**src/rtl/port_wr_backend.sv**
```systemverilog
// port_wr_backend
//   Back end of the port write path. Takes the half-word stream from the
//   front-end and writes it into the shared packet SRAM in 8-half-word pages.
//   Pages come from the free-page allocator through a one-entry spare
//   register. Pages are chained in the jump table, and the chain ends with
//   NULL_PG. One descriptor is emitted per packet.
//
// Ports
//   clk, rst_n                   clock, async active-low reset
//   xfer_data_vld/xfer_data      half-word stream (no backpressure)
//   end_of_packet                marks last half-word (with xfer_data_vld)
//   new_dest_port/new_length     packet header, sampled on first half-word
//   fp_req/fp_gnt/fp_page        free-page allocator handshake
//   sram_wr_en/addr/data         packet SRAM write port, addr = {page, offset}
//   jt_wr_en/addr/data           jump-table write port (link or NULL_PG)
//   desc_vld/head/tail/dest/len/err  packet descriptor, 1-cycle pulse
//
// state    | meaning
// ---------+------------------------------------------------------------
// S_IDLE   | waiting for first half-word of a packet
// S_ACTIVE | writing packet half-words into cur page
// S_DROP   | no page was available; swallow the rest of the packet
module port_wr_backend #(
   parameter int                PAGE_W  = 11,
   parameter logic [PAGE_W-1:0] NULL_PG = {PAGE_W{1'b1}}
) (
   input  logic                clk,
   input  logic                rst_n,
   input  logic                xfer_data_vld,
   input  logic [15:0]         xfer_data,
   input  logic                end_of_packet,
   input  logic [3:0]          new_dest_port,
   input  logic [8:0]          new_length,
   output logic                fp_req,
   input  logic                fp_gnt,
   input  logic [PAGE_W-1:0]   fp_page,
   output logic                sram_wr_en,
   output logic [PAGE_W+2:0]   sram_wr_addr,
   output logic [15:0]         sram_wr_data,
   output logic                jt_wr_en,
   output logic [PAGE_W-1:0]   jt_wr_addr,
   output logic [PAGE_W-1:0]   jt_wr_data,
   output logic                desc_vld,
   output logic [PAGE_W-1:0]   desc_head,
   output logic [PAGE_W-1:0]   desc_tail,
   output logic [3:0]          desc_dest,
   output logic [8:0]          desc_len,
   output logic                desc_err
);

   localparam logic [1:0] S_IDLE   = 2'd0;
   localparam logic [1:0] S_ACTIVE = 2'd1;
   localparam logic [1:0] S_DROP   = 2'd2;

   logic [1:0]        state;
   logic [PAGE_W-1:0] spare;
   logic              spare_vld;
   logic [2:0]        offset;
   logic [PAGE_W-1:0] cur;
   logic [PAGE_W-1:0] head;
   logic [3:0]        dest;
   logic [8:0]        len_decl;
   logic [8:0]        count;

   logic              page_chg;
   logic              consume;
   logic              spare_vld_n;
   logic [8:0]        count_inc;

   always_comb begin
      // eop on the last slot of a page ends the packet; no page change
      page_chg    = (state == S_ACTIVE) & xfer_data_vld & (offset == 3'd7) & ~end_of_packet;
      consume     = xfer_data_vld & spare_vld & ((state == S_IDLE) | page_chg);
      spare_vld_n = fp_gnt | (spare_vld & ~consume);
      count_inc   = (count == 9'd511) ? count : count + 9'd1;
   end

   always_ff @(posedge clk or negedge rst_n) begin
      if (!rst_n) begin
         state        <= S_IDLE;
         spare        <= '0;
         spare_vld    <= 1'b0;
         offset       <= 3'd0;
         cur          <= '0;
         head         <= '0;
         dest         <= 4'd0;
         len_decl     <= 9'd0;
         count        <= 9'd0;
         fp_req       <= 1'b0;
         sram_wr_en   <= 1'b0;
         sram_wr_addr <= '0;
         sram_wr_data <= 16'd0;
         jt_wr_en     <= 1'b0;
         jt_wr_addr   <= '0;
         jt_wr_data   <= '0;
         desc_vld     <= 1'b0;
         desc_head    <= '0;
         desc_tail    <= '0;
         desc_dest    <= 4'd0;
         desc_len     <= 9'd0;
         desc_err     <= 1'b0;
      end else begin
         sram_wr_en <= 1'b0;
         jt_wr_en   <= 1'b0;
         desc_vld   <= 1'b0;

         if (fp_gnt) spare <= fp_page;
         spare_vld <= spare_vld_n;
         // registered so fp_req is low in reset and rises on the first clock
         fp_req    <= ~spare_vld_n;

         if (xfer_data_vld) begin
            case (state)
               S_IDLE: begin
                  dest     <= new_dest_port;
                  len_decl <= new_length;
                  count    <= 9'd1;
                  if (spare_vld) begin
                     head         <= spare;
                     cur          <= spare;
                     sram_wr_en   <= 1'b1;
                     sram_wr_addr <= {spare, 3'd0};
                     sram_wr_data <= xfer_data;
                     if (end_of_packet) begin
                        jt_wr_en   <= 1'b1;
                        jt_wr_addr <= spare;
                        jt_wr_data <= NULL_PG;
                        desc_vld   <= 1'b1;
                        desc_head  <= spare;
                        desc_tail  <= spare;
                        desc_dest  <= new_dest_port;
                        desc_len   <= 9'd1;
                        desc_err   <= (new_length != 9'd1);
                        offset     <= 3'd0;
                     end else begin
                        offset <= 3'd1;
                        state  <= S_ACTIVE;
                     end
                  end else begin
                     head <= NULL_PG;
                     cur  <= NULL_PG;
                     if (end_of_packet) begin
                        desc_vld  <= 1'b1;
                        desc_head <= NULL_PG;
                        desc_tail <= NULL_PG;
                        desc_dest <= new_dest_port;
                        desc_len  <= 9'd1;
                        desc_err  <= 1'b1;
                     end else begin
                        state <= S_DROP;
                     end
                  end
               end

               S_ACTIVE: begin
                  sram_wr_en   <= 1'b1;
                  sram_wr_addr <= {cur, offset};
                  sram_wr_data <= xfer_data;
                  count        <= count_inc;
                  offset       <= offset + 3'd1;
                  if (end_of_packet) begin
                     jt_wr_en   <= 1'b1;
                     jt_wr_addr <= cur;
                     jt_wr_data <= NULL_PG;
                     desc_vld   <= 1'b1;
                     desc_head  <= head;
                     desc_tail  <= cur;
                     desc_dest  <= dest;
                     desc_len   <= count_inc;
                     desc_err   <= (count_inc != len_decl);
                     offset     <= 3'd0;
                     state      <= S_IDLE;
                  end else if (offset == 3'd7) begin
                     if (spare_vld) begin
                        jt_wr_en   <= 1'b1;
                        jt_wr_addr <= cur;
                        jt_wr_data <= spare;
                        cur        <= spare;
                     end else begin
                        state <= S_DROP;
                     end
                  end
               end

               S_DROP: begin
                  count <= count_inc;
                  if (end_of_packet) begin
                     desc_vld  <= 1'b1;
                     desc_head <= head;
                     desc_tail <= cur;
                     desc_dest <= dest;
                     desc_len  <= count_inc;
                     desc_err  <= 1'b1;
                     offset    <= 3'd0;
                     state     <= S_IDLE;
                  end
               end

               default: state <= S_IDLE;
            endcase
         end
      end
   end

endmodule

```
**config.mk**
```make
export PLATFORM = sky130hd
export DESIGN_NAME = port_wr_backend
export DESIGN_NICKNAME = d
export VERILOG_FILES = /design/src/rtl/port_wr_backend.sv
export SDC_FILE = /design/constraint.sdc
export NUM_CORES = 1
export LEC_CHECK = 0
export CELL_PAD_IN_SITES_DETAIL_PLACEMENT = 0
export CELL_PAD_IN_SITES_GLOBAL_PLACEMENT = 2
export CORE_UTILIZATION = 32
export CTS_CLUSTER_SIZE = 28
export DETAILED_ROUTE_END_ITERATION = 8
export PLACE_DENSITY_LB_ADDON = 0.25
export SETUP_SLACK_MARGIN = 0.2
export SYNTH_ARGS = -nofsm -noshare
export SYNTH_HDL_FRONTEND = slang
export SYNTH_SLANG_ARGS = --single-unit
```
**constraint.sdc**
```tcl
create_clock -name clk -period 2.2 [get_ports clk]
set_input_delay 0.44 -clock clk [delete_from_list [all_inputs] [get_ports clk]]
set_output_delay 0.44 -clock clk [all_outputs]
set_load 0.05 [all_outputs]
```
## Word-level counts from Yosys, hierarchy flattened

Index checks and enable logic that the tools add are counted.

| cells by class | value |
|---|---|
| add/sub/neg operators | 2 |
| eq/ne operators | 19 |
| muxes and demuxes | 61 |
| bitwise gates (word level) | 11 |
| reductions and logical operators | 15 |

Operators with widths:

| operator | count |
|---|---|
| $mux 11 | 15 |
| $pmux 11 s2 | 5 |
| $pmux 9 s2 | 2 |
| $pmux 16 s2 | 1 |
| $pmux 14 s2 | 1 |
| $mux 9 | 3 |
| $mux 16 | 1 |
| $mux 1 | 14 |
| $mux 14 | 1 |
| $mux 2 | 7 |
| $ne 2x2->1 const B | 7 |
| $reduce_and 4->1 | 3 |
| $reduce_and 5->1 | 2 |
| $add 9x1->9 const B | 1 |
| $eq 9x9->1 const B | 1 |
| $mux 3 | 3 |
| $ne 3x3->1 const B | 3 |
| $ne 9x1->1 const B | 1 |
| $ne 9x9->1 | 1 |
| $pmux 3 s3 | 1 |
| $mux 4 | 2 |
| $pmux 4 s2 | 1 |
| $and 1x1->1 | 6 |
| $pmux 2 s3 | 1 |
| 18 further kinds | 25 |

| storage, ports and cells | value |
|---|---|
| register bits after elaboration | 153 |
| input port bits | 45 |
| output and inout bits | 92 |
| logic and storage cells | 130 |

## Longest topological paths before layout

Gate-level depths: netlist of the first run.

| depth | value |
|---|---|
| word-level depth | 10 |
| depth in mapped cells | 9 |
| mapped depth without buffers | 8 |

## Worst setup path before layout of the first run

Ideal clock, no wire load.

| path | value |
|---|---|
| kind | register to register |
| start | register state[0] |
| end | register sram_wr_data[10] |
| arrival | 1.837 ns |
| slack | 0.235 ns |
| stages on the path, launching flop included | 8 |
| path through | dfrtp_1 -> inv_1 -> ha_1 -> buf_2 -> and2_1 -> o21ai_2 -> buf_2 -> mux2_1 |

| on the way | value |
|---|---|
| longest elaborated chain between the ends | 3 |
| elaborated cells between the ends (all ways) | 6 |

Ends and longest elaborated chain:

| item | RTL line | source |
|---|---|---|
| from (decl) | 55 | `logic [1:0] state;` |
| from (signal assigned) | 80 | `state <= S_IDLE;` |
| from (signal assigned) | 137 | `state <= S_ACTIVE;` |
| from (signal assigned) | 150 | `state <= S_DROP;` |
| $eq 2x1->1 / $logic_not 2->1 (equally long branches) | 113 | `case (state)` |
| $reduce_bool 2->1 (no line) / $ne 2x2->1 (equally long branches) | -- |  |
| $reduce_and 3->1 (no line) | -- |  |
| to (signal assigned) | 123 | `sram_wr_data <= xfer_data;` |
| to (signal assigned) | 158 | `sram_wr_data <= xfer_data;` |
| to (decl) | 39 | `output logic [15:0] sram_wr_data,` |

Several ways; a longest one is shown, not always the timed one.
A chain may end at the register's enable or synchronous reset.

## Worst setup path in the final report of the first run

| path | value |
|---|---|
| start | register count[0] |
| end | register desc_err |

| on the way | value |
|---|---|
| longest elaborated chain between the ends | 5 |
| elaborated cells between the ends (all ways) | 6 |

Ends and longest elaborated chain:

| item | RTL line | source |
|---|---|---|
| from (decl) | 63 | `logic [8:0] count;` |
| from (signal assigned) | 159 | `count <= count_inc;` |
| from (signal assigned) | 186 | `count <= count_inc;` |
| $add 9x1->9 / $eq 9x9->1 (equally long branches) | 75 | `count_inc = (count == 9'd511) ? count : count + 9'd1;` |
| $mux 9 (*) | 75 |  |
| $ne 9x9->1 (*) | 170 | `desc_err <= (count_inc != len_decl);` |
| $mux 1 (*) | 161 | `if (end_of_packet) begin` |
| $pmux 1 s3 (*) | 113 |  |
| to (signal assigned) | 133 | `desc_err <= (new_length != 9'd1);` |
| to (signal assigned) | 170 |  |
| to (decl) | 48 | `output logic desc_err` |

Every way passes the cells marked *; elsewhere a longest branch is shown, timed or not. The select of a mux whose other input is x is not followed.

==> key figures, run 1 <==
Route
  – Routed Wire Length: 19.2 mm
  – Routed Antenna Nets: 0
  – DR vias: 5512
  – Avg Vias per Cell: 4.92
  – DRT Pass-1 Iters: 5
  – Wire length per cell: 17.1 um
  – Drt drc: 0
  – Number of DRC markers in iteration 0: 365

STA
  – Max Fclk: 529 MHz
  – Worst-margin pin slew: 0.650 ns
  – Slew HR: 0.565
  – Final Cycle Share: 0.860
  – Worst Skew: 0.0113 ns
  – Endpoints failing setup: 0
  – Final Hold Vio Count: 0
  – Slew Viols, Final: 0
  – Final worst slack: 0.309 ns
  – RSZ-0062 raised after global routing: false
  – Final min period: 1.89 ns

Synthesis
  – Synthesized cell area: 6850 um2
  – Async set or reset register ratio after synthesis: 1.00
  – Synth area leaders: dfrtp_1 56%, nand2_1 6.3%, o21ai_1 3.7%
  – Ys Warns: 0
  – Post-synth top area share: 0.559
  – Synth Net Count: 717
  – Mapped Avg Cell Area: 10.3 um2
  – Largest area contributor in the netlist: dfrtp_1
  – Most instantiated cells after synthesis: 153 x dfrtp_1, 115 x nand2_1, 51 x o21ai_1, 47 x o21ai_0, 30 x nor2_1
  – Post-synth EDFFs: 0
  – Library cells used by synthesis: 55
  – Cells after synthesis: 665
  – Top_reg_cell synth: dfrtp_1
  – Synth Register Bits: 153
  – Seq/Total Area, Yosys: 0.559
  – Most frequent cell after synthesis: dfrtp_1

Run status
  – Status: finished clean

Placed design
  – Area of placed instances: 8790 um2
  – Post-DP HPWL: 13.4 mm
  – DP Worst Slack: -0.203 ns
  – Post-Place Cells: 1082
  – GPL Wtd Cong: 0.806
  – # port buffers: 136

Critical path
  – R2r setup slk: 0.31 ns
  – Required time worst endpoint: 2.48 ns
  – WS Path Type: register to register
  – CP Capture Type: register
  – Crit path arrival time: 2.17 ns
  – Worst setup SP type: register
  – R2R cell count: 6
  – CP max FO: 8

Cells and area
  – Final instance area: 9360 um2
  – Nets: 885
  – Layout Area Growth over Synthesis: 36.7%
  – Fill cells: 2054
  – Layout cells sized above 1: 0.154
  – Util after Layout: 0.445
  – Non-Filler Instances: 1121

Die
  – Rows: 53
  – Initial core utilization: 0.326
  – Die span in y: 148 um
  – Die area: 22000 um2
  – Die width: 148 um
  – Io pins: 137
  – Core ar.: 21000 um2

Hold path
  – Worst Hold Path Cells: 2
  – Hold/Removal Path Class: register to register

Global route
  – First-pass GRT wire length: 30.9 mm
  – Vias in the first global route: 5610
  – Grt total ovfl: 0
  – Initial antenna violation count: 1
  – Largest net degree at the start of global routing: 55
  – All-Layer GR Usage: 0.183

Power
  – PD cells: 1630 nW/um2
  – Leak: 0.00433 uW
  – Max IR drop VDD: 0.000627 V
  – Power Total: 15200 uW

CTS
  – CTS max path bufs: 2
  – CTS root buf: clkbuf_16
  – CTS tree: built
  – Worst-path clk slew: 0.07 ns
  – H-tree lvl count: 4
  – Number of buffers created by CTS: 17
  – Clk Latency, worst-skew pair: 0.43 ns
  – # clock sinks: 153

Run
  – MaxCap Viol Count: 0
cell type report:
class                   instances  area, um2  share of cell area
diodes                          1       2.50            0.000267
clock buffers                  17        425              0.0454
clock inverters                14        135              0.0144
inverters                       9       33.8             0.00361
multi-input cells             460       2870               0.306
flip-flops and latches        153       3830               0.409
well taps                     275        344              0.0368
repair buffers                192       1720               0.184
placed cells by master, fill, tap and decap left out, drive strengths merged, types with 8 or more instances in the layout:
cell / Yosys / layout
a21oi: 20 / 20
buf: 20 / 56
clkbuf: 26 / 17
clkdlybuf4s50: 0 / 43
dfrtp: 153 / 153
dlygate4sd2: 0 / 92
inv: 9 / 17
mux2: 40 / 40
mux2i: 16 / 16
nand2: 115 / 115
nand3: 8 / 8
nor2: 30 / 30
nor2b: 17 / 17
o21ai: 100 / 103
o22ai: 23 / 23
worst max-delay path: stages (launching register included):
cell      delay, ns
dfrtp_1        0.38
ha_2           0.24
and3_2         0.29
a311oi_1       0.28
o32ai_1        0.13
nor4_1         0.29
a41oi_1        0.15
logic make-up (layout without fill, tap and decap cells):
kind of cell / Yosys count / in the layout / share of synthesized area
other cells: 0 / 1 / 0
compound gates: 182 / 185 / 0.157
buf+inv: 55 / 232 / 0.0371
mux: 56 / 56 / 0.0892
fa+ha+maj: 7 / 7 / 0.0128
simple gates: 206 / 206 / 0.137
xor+xnor: 6 / 6 / 0.00768
flops: 153 / 153 / 0.559
state kept, by name, summed over array words and instances, names as in the netlist, 2 cells and up:
| signal | flops |
|---|---|
| head | 11 |
| state | 2 |
| sram_wr_data | 16 |
| desc_head | 11 |
| cur | 11 |
| desc_dest | 4 |
| offset | 3 |
| spare | 11 |
| desc_len | 9 |
| desc_tail | 11 |
| dest | 4 |
| jt_wr_data | 11 |
| count | 9 |
| jt_wr_addr | 11 |
| len_decl | 9 |
| sram_wr_addr | 14 |
metal layers:
metal,up-vias,global-route usage,wire length [um]
met5,-,0,0
met4,0,0.0567,187
met3,11,0.0340,872
met2,136,0.288,8860
met1,2689,0.254,9240
li1,2676,-,-
through the flow:
stage	hold slack, ns	TNS, ns
after global routing	0.495	0
after floorplan	0.144	0
after global placement	0.439	-3.07
final	0.473	0
after detailed placement	0.446	-4.01
after CTS	0.481	0
path summary, 6_finish.rpt:
path                                      start         endpoint
worst max-delay path                   count[0]         desc_err
worst min-delay path            sram_wr_addr[6]  sram_wr_addr[6]
worst max register to register         count[0]         desc_err
worst min register to register  sram_wr_addr[6]  sram_wr_addr[6]
max in group asynchronous                 rst_n      desc_len[8]
min in group asynchronous                 rst_n  sram_wr_addr[0]
report_power, final:
part / leakage [uW] / switching, uW / total [uW] / internal, uW
Combinational: 0.00217 / 5120 / 7620 / 2500
Sequential: 0.00188 / 819 / 4790 / 3980
Clock: 0.000275 / 1260 / 2840 / 1580
Total: 0.00433 / 7200 / 15200 / 8050
repair_timing:
| action | CTS | global route |
|---|---|---|
| hold endpoints to repair | 4 | 0 |
| resized for setup | 97 | 13 |
| pin swaps | 1 | 6 |
| setup endpoints to repair | 131 | 40 |
| buffers inserted | 2 | 1 |
| hold buffers | 1 | 0 |
| cloned | 2 | 1 |
Power figures use the tool's default switching activity.
==> inputs of run 2 (changes only) <==
--- a/config.mk
+++ b/config.mk
@@ -7,7 +7,7 @@
 export LEC_CHECK = 0
 export CELL_PAD_IN_SITES_DETAIL_PLACEMENT = 0
 export CELL_PAD_IN_SITES_GLOBAL_PLACEMENT = 2
-export CORE_UTILIZATION = 32
+export CORE_UTILIZATION = 35
 export CTS_CLUSTER_SIZE = 28
 export DETAILED_ROUTE_END_ITERATION = 8
 export PLACE_DENSITY_LB_ADDON = 0.25
==> constraint.sdc (replaced) <==
create_clock -name clk -period 2.4 [get_ports clk]
set_input_delay 0.48 -clock clk [delete_from_list [all_inputs] [get_ports clk]]
set_output_delay 0.48 -clock clk [all_outputs]
set_load 0.05 [all_outputs]
==> run 2 against run 1 <==
Worst setup slack got worse by 0.038 ns; routed wire length decreased by 4.7%; core utilization increased by 4.3 points; sequential power decreased by 7.3%; combinational power decreased by 5.6%; highest routed layer unchanged; non-clock buffer count decreased by 31; critical path type is now register to output port; clock power increased by 4%.
==> key figures, run 2 (synthesis gave the netlist of run 1 again) <==
Cells and area
  – Max reg flops: 16 (unchanged)
  – Fill cells: 1769 (-14%)
  – Most frequent cells in the layout: 152 x dfrtp_1, 135 x clkdlybuf4s50_1, 114 x nand2_1
  – Layout cells sized above 1: 0.117 (-0.0371)
  – Area of the multi-input gates: 2840 um2 (-0.96%)
  – Commonest non-fill, non-tap cell in the layout: dfrtp_1
  – Ant diodes: 0 (-1)
  – Non-Filler Instances: 1074 (-4.2%)
  – Layout Area Growth over Synthesis: 35.3%
  – Register Area: 3830 um2 (about the same)
  – Nets: 854 (-3.5%)
  – Largest regs: sram_wr_data (16), sram_wr_addr (14)
  – Top reg by flops: sram_wr_data

Route
  – Number of DRC markers in iteration 0: 374 (+2.5%)
  – Wire length per cell: 17.0 um (-0.49%)
  – DR vias: 5378 (-2.4%)
  – Routed Antenna Nets: 0 (unchanged)
  – Drt drc: 0 (unchanged)
  – DRT Pass-1 Iters: 4 (-1)
  – Routed Wire Length: 18.3 mm (-4.7%)
  – Avg Vias per Cell: 5.01 (+1.8%)

Die
  – Die width: 142 um (-4.3%)
  – Die area: 20100 um2 (-8.5%)
  – Initial core utilization: 0.361 (+0.0355)
  – Die span in y: 142 um (-4.3%)
  – Io pins: 137 (unchanged)
  – Rows: 50 (-5.7%)
  – Core ar.: 19000 um2 (-9.8%)

Critical path
  – CP Capture Type: output port
  – Required time worst endpoint: 1.92 ns (-0.56 ns)
  – Cells along the critical path: clkdlybuf4s50_1
  – Crit path arrival time: 1.65 ns (-0.52 ns)
  – Max incr delay on CP: 0.83 ns (+0.45 ns)
  – Delay-heaviest family, CP: buffers and inverters
  – Worst setup SP type: register
  – CP max FO: 4 (-4)
  – Max stage delay cell, worst path: clkdlybuf4s50_1
  – WS Path Type: register to output port
  – Crit path buf inv count: 1 (+1)

Run
  – MaxCap Viol Count: 0 (unchanged)

CTS
  – CTS tree: built
  – # clock sinks: 153 (unchanged)
  – Worst-path clk slew: 0.06 ns (about the same)
  – H-tree lvl count: 4 (unchanged)
  – CTS root buf: clkbuf_16
  – Number of buffers created by CTS: 17 (unchanged)
  – Hold buffers post-CTS: 0 (-1)
  – CTS max path bufs: 2 (unchanged)
  – Clk Latency, worst-skew pair: 0.42 ns (about the same)

Global route
  – Initial antenna violation count: 0 (-1)
  – All-Layer GR Usage: 0.192 (+0.00900)
  – Vias in the first global route: 5353 (-4.6%)
  – Grt total ovfl: 0 (unchanged)
  – Largest net degree at the start of global routing: 64 (+16%)
  – First-pass GRT wire length: 29.7 mm (-3.8%)

STA
  – Worst Skew: 0.0129 ns (+0.00162 ns)
  – Final min period: 2.13 ns
  – Max Fclk: 470 MHz
  – Worst-margin pin slew: 0.724 ns (+0.0745 ns)
  – Final worst slack: 0.271 ns (-0.0379 ns)
  – Slew HR: 0.515 (-0.0498)
  – RSZ-0062 raised after global routing: true
  – Final Cycle Share: 0.887
  – Final Hold Vio Count: 0 (unchanged)
  – Slew Viols, Final: 0 (unchanged)
  – Endpoints failing setup: 0 (unchanged)

Power
  – Switching pwr: 6480 uW (-10%)
  – Sequential share of power: 0.305 (-0.009)
  – Sw Share: 0.445 (-0.0273)
  – PD cells: 1570 nW/um2 (-3.4%)
  – Leak: 0.00398 uW (-8.1%)
  – Combinational share of power: 0.493 (-0.006)
  – Internal power: 8090 uW (+0.50%)
  – Power Total: 14600 uW (-4.4%)
  – Clk network pwr share: 0.202 (+0.016)
  – Max IR drop VDD: 0.000850 V (+36%)

Placed design
  – GPL Wtd Cong: 0.839 (+4.1%)
  – # port buffers: 136 (unchanged)
  – DP Worst Slack: -0.0223 ns (+0.181 ns)
  – Post-Place Cells: 1040 (-3.9%)
  – Post-DP HPWL: 12.6 mm (-6.4%)

Hold path
  – Hold/Removal Path Class: input port to async pin

Run status
  – Status: finished clean
[run 2: changes by cell type in the layout (fill, tap and decap cells not counted), sizes merged]
cell           change
clkinv             +1
clkdlybuf4s50     +92
clkinvlp           -1
bufinv             +4
clkbuf             +3
dlygate4sd3        -1
buf               -30
dlygate4sd2       -92
diode              -1
inv                -7
[run 2: power groups by stage]
| stage | Combinational [uW] | Sequential, uW | Clock, uW |
|---|---|---|---|
| 2_1_floorplan | 2500 | 6620 | 0 |
| 6_report | 7190 | 4440 | 2940 |
| 5_1_grt | 7710 | 4590 | 3120 |
| 4_1_cts | 7190 | 4440 | 3000 |
| 3_5_place_dp | 7150 | 4490 | 0 |
| 3_3_place_gp | 7040 | 4450 | 0 |
[run 2: worst paths after layout]
| kind | start | to | slack [ns] | depth (start not counted) |
|---|---|---|---|---|
| worst min-delay path | rst_n | sram_wr_data[12] | 0.003 | 1 |
| worst max-delay path | desc_err | desc_err | 0.27 | 1 |
| worst min register to register | sram_wr_addr[13] | sram_wr_addr[13] | 0.48 | 2 |
| min in group clk | sram_wr_addr[13] | sram_wr_addr[13] | 0.48 | 2 |
| max in group asynchronous | rst_n | offset[0] | 1.65 | 2 |
| worst max register to register | state[1] | jt_wr_addr[6] | 0.39 | 7 |
[run 2: cell type report]
class / count / area share
multi-input cells: 460 / 0.307
clock buffers: 20 / 0.0482
repair buffers: 161 / 0.172
flip-flops and latches: 153 / 0.414
inverters: 9 / 0.00365
well taps: 260 / 0.0351
clock inverters: 11 / 0.0209
[run 2: per-layer routing]
metal / global-route usage / wire [um] / up-vias
met5: 0 / 0 / -
met4: 0.0645 / 160 / 0
met3: 0.0452 / 858 / 7
met2: 0.272 / 7790 / 140
met1: 0.284 / 9450 / 2622
li1: - / - / 2609
[run 2: stage by stage]
stage	hold slack (ns)	utilization	setup TNS (ns)	area [um2]
detailed placement	0.455	0.451	-0.0677	8550
finish	0.00345	0.489	0	9260
floorplan	0.184	-	0	6850
CTS	0.00487	0.486	0	9210
global placement	0.446	0.451	0	8550
global route	0.0308	0.489	0	9260
[run 2: repair_timing]
item / 4_1_cts / 5_1_grt
pin swaps: 1 / 2
endpoints found under the hold margin: 0 / 0
gates cloned: 1 / 2
buffers inserted: 0 / 0
endpoints found under the setup margin: 23 / 41
gates resized for setup: 2 / 9
==> inputs of run 3 (changes only) <==
--- a/config.mk
+++ b/config.mk
@@ -12,6 +12,7 @@
 export DETAILED_ROUTE_END_ITERATION = 8
 export PLACE_DENSITY_LB_ADDON = 0.25
 export SETUP_SLACK_MARGIN = 0.2
+export SLEW_MARGIN = 5
 export SYNTH_ARGS = -nofsm -noshare
 export SYNTH_HDL_FRONTEND = slang
 export SYNTH_SLANG_ARGS = --single-unit
==> results of run 3 <==
No change in the layout: final DEF, timing and power equal those of run 2.
